File: config.mk
export PLATFORM = sky130hd
export DESIGN_NAME = ram_fifo_ctrl
export DESIGN_NICKNAME = d
export VERILOG_FILES = /design/src/rtl/ram_fifo_ctrl_pkg.sv /design/src/rtl/ram_fifo_ptr.sv /design/src/rtl/ram_fifo_ctrl.sv
export SDC_FILE = /design/constraint.sdc
export NUM_CORES = 1
export LEC_CHECK = 0
export BUFFER_PORTS_ARGS = -buffer_cell sky130_fd_sc_hd__buf_2
export CAP_MARGIN = 20
export CORE_ASPECT_RATIO = 1.2
export CORE_UTILIZATION = 35
export DETAILED_ROUTE_END_ITERATION = 8
export SYNTH_ARGS = -nofsm -noshare
export SYNTH_HDL_FRONTEND = slang
export SYNTH_SLANG_ARGS = --single-unit
export TNS_END_PERCENT = 10
File: constraint.sdc
create_clock -name i_w_clk -period 5.57 [get_ports i_w_clk]
set_input_delay 0.2785 -clock i_w_clk [delete_from_list [all_inputs] [get_ports i_w_clk]]
set_output_delay 0.2785 -clock i_w_clk [all_outputs]
set_load 0.05 [all_outputs]
File: src/rtl/ram_fifo_ctrl_pkg.sv
// ram_fifo_ctrl_pkg: shared FSM encodings and default sizes for the RAM-backed FIFO controller.
// Rev 1.0
`default_nettype none

package ram_fifo_ctrl_pkg;

   localparam int unsigned c_DEFAULT_DATA_WIDTH    = 8;
   localparam int unsigned c_DEFAULT_ADDRESS_WIDTH = 10;

   typedef enum logic {
      IDLE    = 1'b0,
      RD_WAIT = 1'b1
   } state_e;

endpackage : ram_fifo_ctrl_pkg

`default_nettype wire

File: src/rtl/ram_fifo_ptr.sv
// ram_fifo_ptr: wrapping RAM address pointer with synchronous active-high reset.
// Rev 1.0
`default_nettype none

module ram_fifo_ptr #(
   parameter int unsigned WIDTH = 4
) (
   input  logic             clk_i,
   input  logic             rst_i,
   input  logic             inc_i,
   output logic [WIDTH-1:0] ptr_o
);

   logic [WIDTH-1:0] ptr_q;
   logic [WIDTH-1:0] ptr_d;

   // Depth is a power of two, so the natural modulo wrap takes depth-1 back to 0.
   always_comb begin
      ptr_d = ptr_q;
      if (inc_i) begin
         ptr_d = ptr_q + WIDTH'(1);
      end
   end

   always_ff @(posedge clk_i) begin
      if (rst_i) begin
         ptr_q <= '0;
      end else begin
         ptr_q <= ptr_d;
      end
   end

   assign ptr_o = ptr_q;

endmodule : ram_fifo_ptr

`default_nettype wire

File: src/rtl/ram_fifo_ctrl.sv
// ram_fifo_ctrl: FIFO controller over an external single-port RAM with a one-word output register.
// Rev 1.0 -- define RAM_FIFO_CTRL_ERR_EN to add the sticky overflow flag o_w_err.
`default_nettype none

module ram_fifo_ctrl
   import ram_fifo_ctrl_pkg::*;
#(
   parameter int unsigned p_data_width    = c_DEFAULT_DATA_WIDTH,
   parameter int unsigned p_address_width = c_DEFAULT_ADDRESS_WIDTH
) (
   input  logic                       i_w_clk,
   input  logic                       i_w_reset,
   input  logic                       i_w_push,
   input  logic [p_data_width-1:0]    i_w_push_data,
   output logic                       o_w_push_ready,
   output logic                       o_w_pop_valid,
   output logic [p_data_width-1:0]    o_w_pop_data,
   input  logic                       i_w_pop_ready,
   output logic [p_address_width-1:0] o_w_mem_address,
   output logic [p_data_width-1:0]    o_w_mem_in,
   output logic                       o_w_mem_oe,
   output logic                       o_w_mem_we,
   input  logic [p_data_width-1:0]    i_w_mem_out,
   output logic [p_address_width:0]   o_w_count
`ifdef RAM_FIFO_CTRL_ERR_EN
   ,
   output logic                       o_w_err
`endif
);

   localparam logic [p_address_width:0] c_DEPTH_CNT = {1'b1, {p_address_width{1'b0}}};
   localparam logic [p_address_width:0] c_ONE       = {{p_address_width{1'b0}}, 1'b1};

   state_e                      state_q, state_d;
   logic [p_address_width:0]    mem_count_q, mem_count_d;
   logic                        pop_valid_q, pop_valid_d;
   logic [p_data_width-1:0]     pop_data_q, pop_data_d;
   logic [p_address_width-1:0]  addr_q, addr_d;
   logic [p_data_width-1:0]     mem_in_q, mem_in_d;

   logic [p_address_width-1:0]  wr_ptr;
   logic [p_address_width-1:0]  rd_ptr;
   logic                        read_needed;
   logic                        push_ready;
   logic                        push_fire;
   logic                        pop_fire;
   logic                        mem_we;
   logic                        mem_oe;
   logic                        rd_inc;

   assign read_needed = (state_q == IDLE) && !pop_valid_q && (mem_count_q != '0);
   assign push_ready  = (state_q == IDLE) && (mem_count_q < c_DEPTH_CNT) && !read_needed;
   assign push_fire   = i_w_push && push_ready;
   assign pop_fire    = pop_valid_q && i_w_pop_ready;
   assign rd_inc      = (state_q == RD_WAIT);

   ram_fifo_ptr #(
      .WIDTH (p_address_width)
   ) u_wr_ptr (
      .clk_i (i_w_clk),
      .rst_i (i_w_reset),
      .inc_i (push_fire),
      .ptr_o (wr_ptr)
   );

   ram_fifo_ptr #(
      .WIDTH (p_address_width)
   ) u_rd_ptr (
      .clk_i (i_w_clk),
      .rst_i (i_w_reset),
      .inc_i (rd_inc),
      .ptr_o (rd_ptr)
   );

   // Refilling the empty output register wins over a push; push_ready already excludes it.
   always_comb begin
      state_d     = state_q;
      mem_count_d = mem_count_q;
      pop_valid_d = pop_valid_q;
      pop_data_d  = pop_data_q;
      addr_d      = addr_q;
      mem_in_d    = mem_in_q;
      mem_we      = 1'b0;
      mem_oe      = 1'b0;

      if (pop_fire) begin
         pop_valid_d = 1'b0;
      end

      case (state_q)
         IDLE: begin
            if (read_needed) begin
               mem_oe  = 1'b1;
               addr_d  = rd_ptr;
               state_d = RD_WAIT;
            end else if (push_fire) begin
               mem_we      = 1'b1;
               addr_d      = wr_ptr;
               mem_in_d    = i_w_push_data;
               mem_count_d = mem_count_q + c_ONE;
            end
         end
         RD_WAIT: begin
            mem_oe      = 1'b1;
            pop_data_d  = i_w_mem_out;
            pop_valid_d = 1'b1;
            mem_count_d = mem_count_q - c_ONE;
            state_d     = IDLE;
         end
         default: begin
            state_d = IDLE;
         end
      endcase
   end

   always_ff @(posedge i_w_clk) begin
      if (i_w_reset) begin
         state_q     <= IDLE;
         mem_count_q <= '0;
         pop_valid_q <= 1'b0;
         pop_data_q  <= '0;
         addr_q      <= '0;
         mem_in_q    <= '0;
      end else begin
         state_q     <= state_d;
         mem_count_q <= mem_count_d;
         pop_valid_q <= pop_valid_d;
         pop_data_q  <= pop_data_d;
         addr_q      <= addr_d;
         mem_in_q    <= mem_in_d;
      end
   end

   // Strobes are masked during reset so an aborted cycle never reaches the RAM.
   assign o_w_mem_we      = mem_we & ~i_w_reset;
   assign o_w_mem_oe      = mem_oe & ~i_w_reset;
   assign o_w_mem_address = addr_d;
   assign o_w_mem_in      = mem_in_d;
   assign o_w_push_ready  = push_ready;
   assign o_w_pop_valid   = pop_valid_q;
   assign o_w_pop_data    = pop_data_q;
   assign o_w_count       = mem_count_q + {{p_address_width{1'b0}}, pop_valid_q};

`ifdef RAM_FIFO_CTRL_ERR_EN
   logic err_q;

   always_ff @(posedge i_w_clk) begin
      if (i_w_reset) begin
         err_q <= 1'b0;
      end else if (i_w_push && (mem_count_q == c_DEPTH_CNT)) begin
         err_q <= 1'b1;
      end
   end

   assign o_w_err = err_q;
`endif

endmodule : ram_fifo_ctrl

`default_nettype wire
== Word level (Yosys, flattened, before mapping) ==
Index checks and enable logic that the tools add are counted.
Storage, ports and cells
  output and inout bits: 41
  logic and storage cells: 48
  bits of input ports: 20
  register bits: 59
Operators by class
  bitwise logic cells: 4
  order comparisons: 1
  equal/unequal tests: 2
  reduce and logical (&&, ||, !) cells: 11
  multiplexer cells: 17
  add/subtract/negate cells: 5
Operators by type and width (count)
  $mux 10: 3
  $mux 8: 3
  $mux 11: 2
  $pmux 11 s2: 1
  $add 10x1->10 const B: 2
  $add 11x1->11: 1
  $add 11x1->11 const B: 1
  $lt 11x11->1 const B: 1
  $reduce_bool 11->1: 1
  $sub 11x1->11 const B: 1
  $logic_and 1x1->1: 6
  $mux 1: 6
  $ne 2x2->1 const B: 2
  $pmux 1 s2: 2
  $and 1x1->1: 2
  $logic_not 1->1: 2
  $not 1->1: 2
  $reduce_and 2->1: 1
  $reduce_bool 2->1: 1

== Longest topological paths before layout ==
  word-level depth: 10
  depth in mapped cells: 13
  depth with buffers taken out: 7

== Modules after synthesis ==
Synthesis repeated with hierarchy kept, for this count alone.
Unflattened totals
  cell total of the unflattened synthesis: 392
  area total of the unflattened synthesis: 3311.9 µm²
By module, submodules not included
  ram_fifo_ctrl: cells an instance 294, instances 1, seq. area each 780.7 µm², area each 2431.1 µm²
  ram_fifo_ptr: cells an instance 49, instances 2, seq. area each 200.2 µm², area each 440.4 µm²

== Worst setup path after synthesis ==
No wires, ideal clock.
  path type: reg-to-reg
  start point: register state_q, in the netlist rd_inc
  end point: register addr_q[9]
  data arrival time: 3132 ps
  clock period less this slack: 3259 ps
  cell stages (with the launch flop): 13
  setup time: 127 ps
  path slack: 2311 ps
  data required time: 5443 ps
  path buffers: 5
  cell sequence: dfxtp_1 clkbuf_8 buf_6 clkbuf_1 inv_1 ha_1 clkbuf_1 buf_2 o2111a_1 a221oi_1 a311oi_1 a221o_1 nor2b_1
Between the ends
  word-level cells in the longest chain between the ends: 9
  elaborated cells on any way between the ends: 10
  classes of those cells: mux (3); bitwise (1); reduce/logical (6)
Ends and longest elaborated chain
  from (decl): RTL line ram_fifo_ctrl.sv:34  | state_e state_q, state_d;
  from (signal assigned): RTL line ram_fifo_ctrl.sv:125  | state_q <= state_d;
  $not 1->1
  $logic_and 1x1->1 (2 in a row): RTL line ram_fifo_ctrl.sv:51  | assign read_needed = (state_q == IDLE) && !pop_valid_q && (mem_count_q != '0);
  $logic_not 1->1: RTL line ram_fifo_ctrl.sv:52  | assign push_ready = (state_q == IDLE) && (mem_count_q < c_DEPTH_CNT) && !read_needed;
  $logic_and 1x1->1: RTL line ram_fifo_ctrl.sv:52
  $logic_and 1x1->1: RTL line ram_fifo_ctrl.sv:53  | assign push_fire = i_w_push && push_ready;
  $mux 10: RTL line ram_fifo_ctrl.sv:96  | end else if (push_fire) begin
  $mux 10: RTL line ram_fifo_ctrl.sv:92  | if (read_needed) begin
  $mux 10 (*): RTL line ram_fifo_ctrl.sv:90  | case (state_q)
  named net o_w_mem_address[9]: RTL line ram_fifo_ctrl.sv:19  | output logic [p_address_width-1:0] o_w_mem_address,
  to (signal assigned): RTL line ram_fifo_ctrl.sv:129  | addr_q <= addr_d;
  to (decl): RTL line ram_fifo_ctrl.sv:38  | logic [p_address_width-1:0] addr_q, addr_d;
The timed path passes the listed nets; every way through them passes the cells marked *.
A chain may end at the register's enable or synchronous reset.

== Worst setup path after layout ==
  start point: register mem_count_q[10]
  end point: output port o_w_mem_address[7]
Between the ends
  word-level cells in the longest chain between the ends: 8
  elaborated cells on any way between the ends: 10
  classes of those cells: order compare (1); mux (3); reduce/logical (6)
Ends and longest elaborated chain
  from (decl): RTL line ram_fifo_ctrl.sv:35  | logic [p_address_width:0] mem_count_q, mem_count_d;
  from (signal assigned): RTL line ram_fifo_ctrl.sv:126  | mem_count_q <= mem_count_d;
  branches (longest 6 deep; another with $lt 11x11->1)
  $mux 10 (*): RTL line ram_fifo_ctrl.sv:92
  $mux 10 (*): RTL line ram_fifo_ctrl.sv:90
  to (decl): RTL line ram_fifo_ctrl.sv:19
Every way passes the cells marked *.

==> qor.csv <==
stage,metric,value,unit
detailed_routing,drtIter0Drc,151,
setup_path,crit_required,5.29,ns
power,p_seq_share,22.3,%
floorplanning,rows,40,
power,power.internal,0.00133,W
clocking,clkLatencyLatePin,0.33,ns
clocking,cts.repair_timing.setup_buffer_count,0,
final_layout,drive_above_1_share,21.3,%
floorplanning,boundaryPins,61,
synth,yosysTopAreaCell,dfxtp_1,
grt,antenna_found_initial,0,
worst_hold_path,min_to,o_w_pop_data[6]$_SDFFE_PP0P_,
detailed_routing,first_pass_iters,5,
final_layout,fillers,1043,
setup_path,startpoint_type,register,
setup_path,regToRegSetupSlack,2.78,ns
setup_path,criticalPathCategory,register to output pin,
setup_path,endpoint_kind,output pin,
detailed_routing,drt-total-wl,9.09,mm
synth,syn_inst,412,
clocking,clkSinkCount,59,
synth,synth_edf_count,0,
place,dp_hpwl,6.23,mm
place,routabilityCongestion,0.845,
synth,syn_nets,447,
run,drv_cap,0,
synth,synth.top_cell.area_share,32.6,%
synth,synth_area_leaders,"dfxtp_1, ha_1, xnor2_1",
setup_path,crit_arrival,3.03,ns
synth,yosysUniqueCellTypes,55,
grt,track_usage,17.8,%
detailed_routing,drt_drc_violations_left,0,
worst_hold_path,hp-class,input pin to register,
timing,maxSlewHeadroom,41.1,%
detailed_routing,via_per_inst,5.68,
floorplanning,die_h,114,um
synth,syn_area,0.00363,mm^2
grt,grt_pass1_vias,3236,
timing,grt_setup_unrepaired,no,
setup_path,r2r_cells,7,
timing,slew_viol_final,0,
synth,synth.most_common_cell,dfxtp_1,
clocking,htreeDepth,3,
synth,ys_dominant_reg_cell,dfxtp_1,
power,irDropWorstVdd,0.291,mV
setup_path,max_stage_delay,0.55,ns
detailed_routing,drtAntennaViolNets,0,
synth,syn_area_per_cell,8.81,um^2
floorplanning,die_w,94.9,um
grt,grt_overflow,0,
clocking,numCtsBuffers,9,
worst_hold_path,hold_depth,3,
synth,ys.warnings.count,0,
clocking,cts_resized,0,
setup_path,rr_startpoint,rd_inc$_SDFF_PP0_,
synth,synth-seq-area-share,32.6,%
power,p_leak,1.75,nW
grt,grt_pass1_wl,15.1,mm
power,p_switching,0.00141,W
clocking,cts_max_path_buffers,2,
clocking,root_buffer,clkbuf_16,
final_layout,antenna_cells,0,
power,pwr-share-clk,22.0,%
clocking,cts_tree,built,
synth,synth_seq_cells,59,
timing,final-hold-violation-count,0,
floorplanning,start_util,36.1,%
timing,finalSetupViolations,0,
timing,min_period_over_period,59.4,%
clocking,clkSlewWorstSetupHoldPaths,0.05,ns
synth,netlist_top_cells_count,"dfxtp_1, nor2_1, nand2_1, nand3_1",
timing,hold_slack,0.186,ns
power,power.share.switching,51.4,%
clocking,holdBufCountCts,0,
timing,max_freq,302,MHz
floorplanning,core,0.0101,mm^2
power,p_comb_share,55.7,%
worst_hold_path,hp-start,i_w_mem_out[6],
setup_path,r2r_end,mem_count_q[8]$_SDFFE_PP0P_,
setup_path,cpLargestDelayFamily,compound AO/OA/AOI/OAI gates,
final_layout,area_growth,16.6,%
setup_path,cp_max_fo,17,
timing,final.setup_skew,0.0133,ns
timing,worst_pin_slew,0.881,ns
timing,finalCriticalPeriod,3.31,ns
detailed_routing,vias,3327,
status,status,completed,
timing,tns,0,ns
final_layout,nets,491,
detailed_routing,routedWlPerCell,15.5,um
setup_path,critical_path_buf_inv_count,2,
place,io_buffers,60,
floorplanning,die-area,0.0108,mm^2
setup_path,cp_slowest_cell,nand2_1,
power,power-per-cell-area,648,mW/mm^2
synth,synthArstFlopShare,0,%
setup_path,worstPathCellList,inv_1 -> ha_1 -> nand2_1 -> a221oi_1 -> a311oi_1 -> a221o_2 -> buf_2,
grt,grt_max_degree,71,
sequential cells by signal, summed over array words and instances (netlist names):
name and count:
mem_in_q 8, o_w_pop_data 8, rd_inc 1, u_wr_ptr.ptr_o 10, mem_count_q 11, addr_q 10, u_rd_ptr.ptr_o 10, o_w_pop_valid 1
final cells by class:
type	instances	area, um^2	area share, %
flip-flops and latches	59	1180	28.0
repair buffers	62	315	7.46
well taps	126	158	3.73
inverters	6	22.5	0.533
multi-input cells	318	2220	52.6
clock inverters	4	73.8	1.75
clock buffers	11	253	5.98
cell usage in the layout (no fill, tap or decap), types with 6 or more instances in the layout:
master / synthesis / layout
nor2b_1: 16 / 16
xor2_1: 12 / 12
a21oi_1: 15 / 15
dfxtp_1: 59 / 58
or4_1: 11 / 11
a311oi_1: 7 / 7
inv_1: 6 / 6
nand3_1: 23 / 23
nor3_1: 6 / 6
nand2_1: 25 / 25
nor2_1: 38 / 38
o21ai_0: 17 / 17
ha_1: 14 / 14
nor3b_1: 7 / 7
xnor2_1: 17 / 17
o2111a_1: 7 / 7
mux2i_1: 9 / 9
nand4_1: 12 / 12
a221oi_1: 8 / 8
clkbuf_16: 0 / 9
mux2_2: 8 / 8
buf_2: 2 / 60
kinds of logic after synthesis:
family	after synthesis	share of synthesized area (%)
AND/OR/NAND/NOR	168	25.0
AO/OA/AOI/OAI	89	19.0
flip-flops	59	32.6
buffers and inverters	35	6.14
XOR/XNOR	29	7.00
multiplexers	17	4.97
adder cells (fa/ha/maj)	15	5.38
worst reg2reg max path: stages, from the launching register on:
cell and delay [ns]:
dfxtp_2 0.32, buf_4 0.54, ha_1 0.42, and2_1 0.21
a311o_1 0.37, o211a_1 0.25, or4_1 0.50, nand3_1 0.10
worst max-delay path by stage:
stage          depth (start not counted)  slack (ns)                    to                          from
2_1_floorplan                         12        2.31  addr_q[9]$_SDFF_PP0_             rd_inc$_SDFF_PP0_
3_3_place_gp                           7        2.74    o_w_mem_address[4]             rd_inc$_SDFF_PP0_
3_5_place_dp                           6        2.70         o_w_mem_in[2]  mem_count_q[10]$_SDFFE_PP0P_
4_1_cts                                6        2.34         o_w_mem_in[2]  mem_count_q[10]$_SDFFE_PP0P_
5_1_grt                                7        2.10    o_w_mem_address[2]  mem_count_q[10]$_SDFFE_PP0P_
6_report                               7        2.26    o_w_mem_address[7]  mem_count_q[10]$_SDFFE_PP0P_
per-layer routing:
metal | GRT usage, % | wire length [um]
met1 | 21.3 | 3880
met2 | 30.6 | 4670
met3 | 3.73 | 419
met4 | 7.17 | 112
met5 | 0 | 0
metrics by stage:
stage	cells	utilization (%)	setup slack (ns)	area (um^2)	total power (W)
3_3_place_gp	571	38.8	2.74	3900	0.00212
4_1_cts	586	42.0	2.34	4230	0.00276
3_5_place_dp	571	38.8	2.70	3900	0.00214
5_1_grt	586	42.0	2.10	4230	0.00291
2_1_floorplan	412	-	2.31	3630	0.00190
6_report	586	42.0	2.26	4230	0.00274
power groups by stage:
stage	logic, W	clock network (W)	registers (W)
6_report	0.00153	0.000602	0.000611
5_1_grt	0.00165	0.000635	0.000628
4_1_cts	0.00153	0.000616	0.000612
3_5_place_dp	0.00152	0	0.000620
3_3_place_gp	0.00151	0	0.000616
2_1_floorplan	0.00128	0	0.000622
Note: power is estimated with default switching activity, not from simulation.
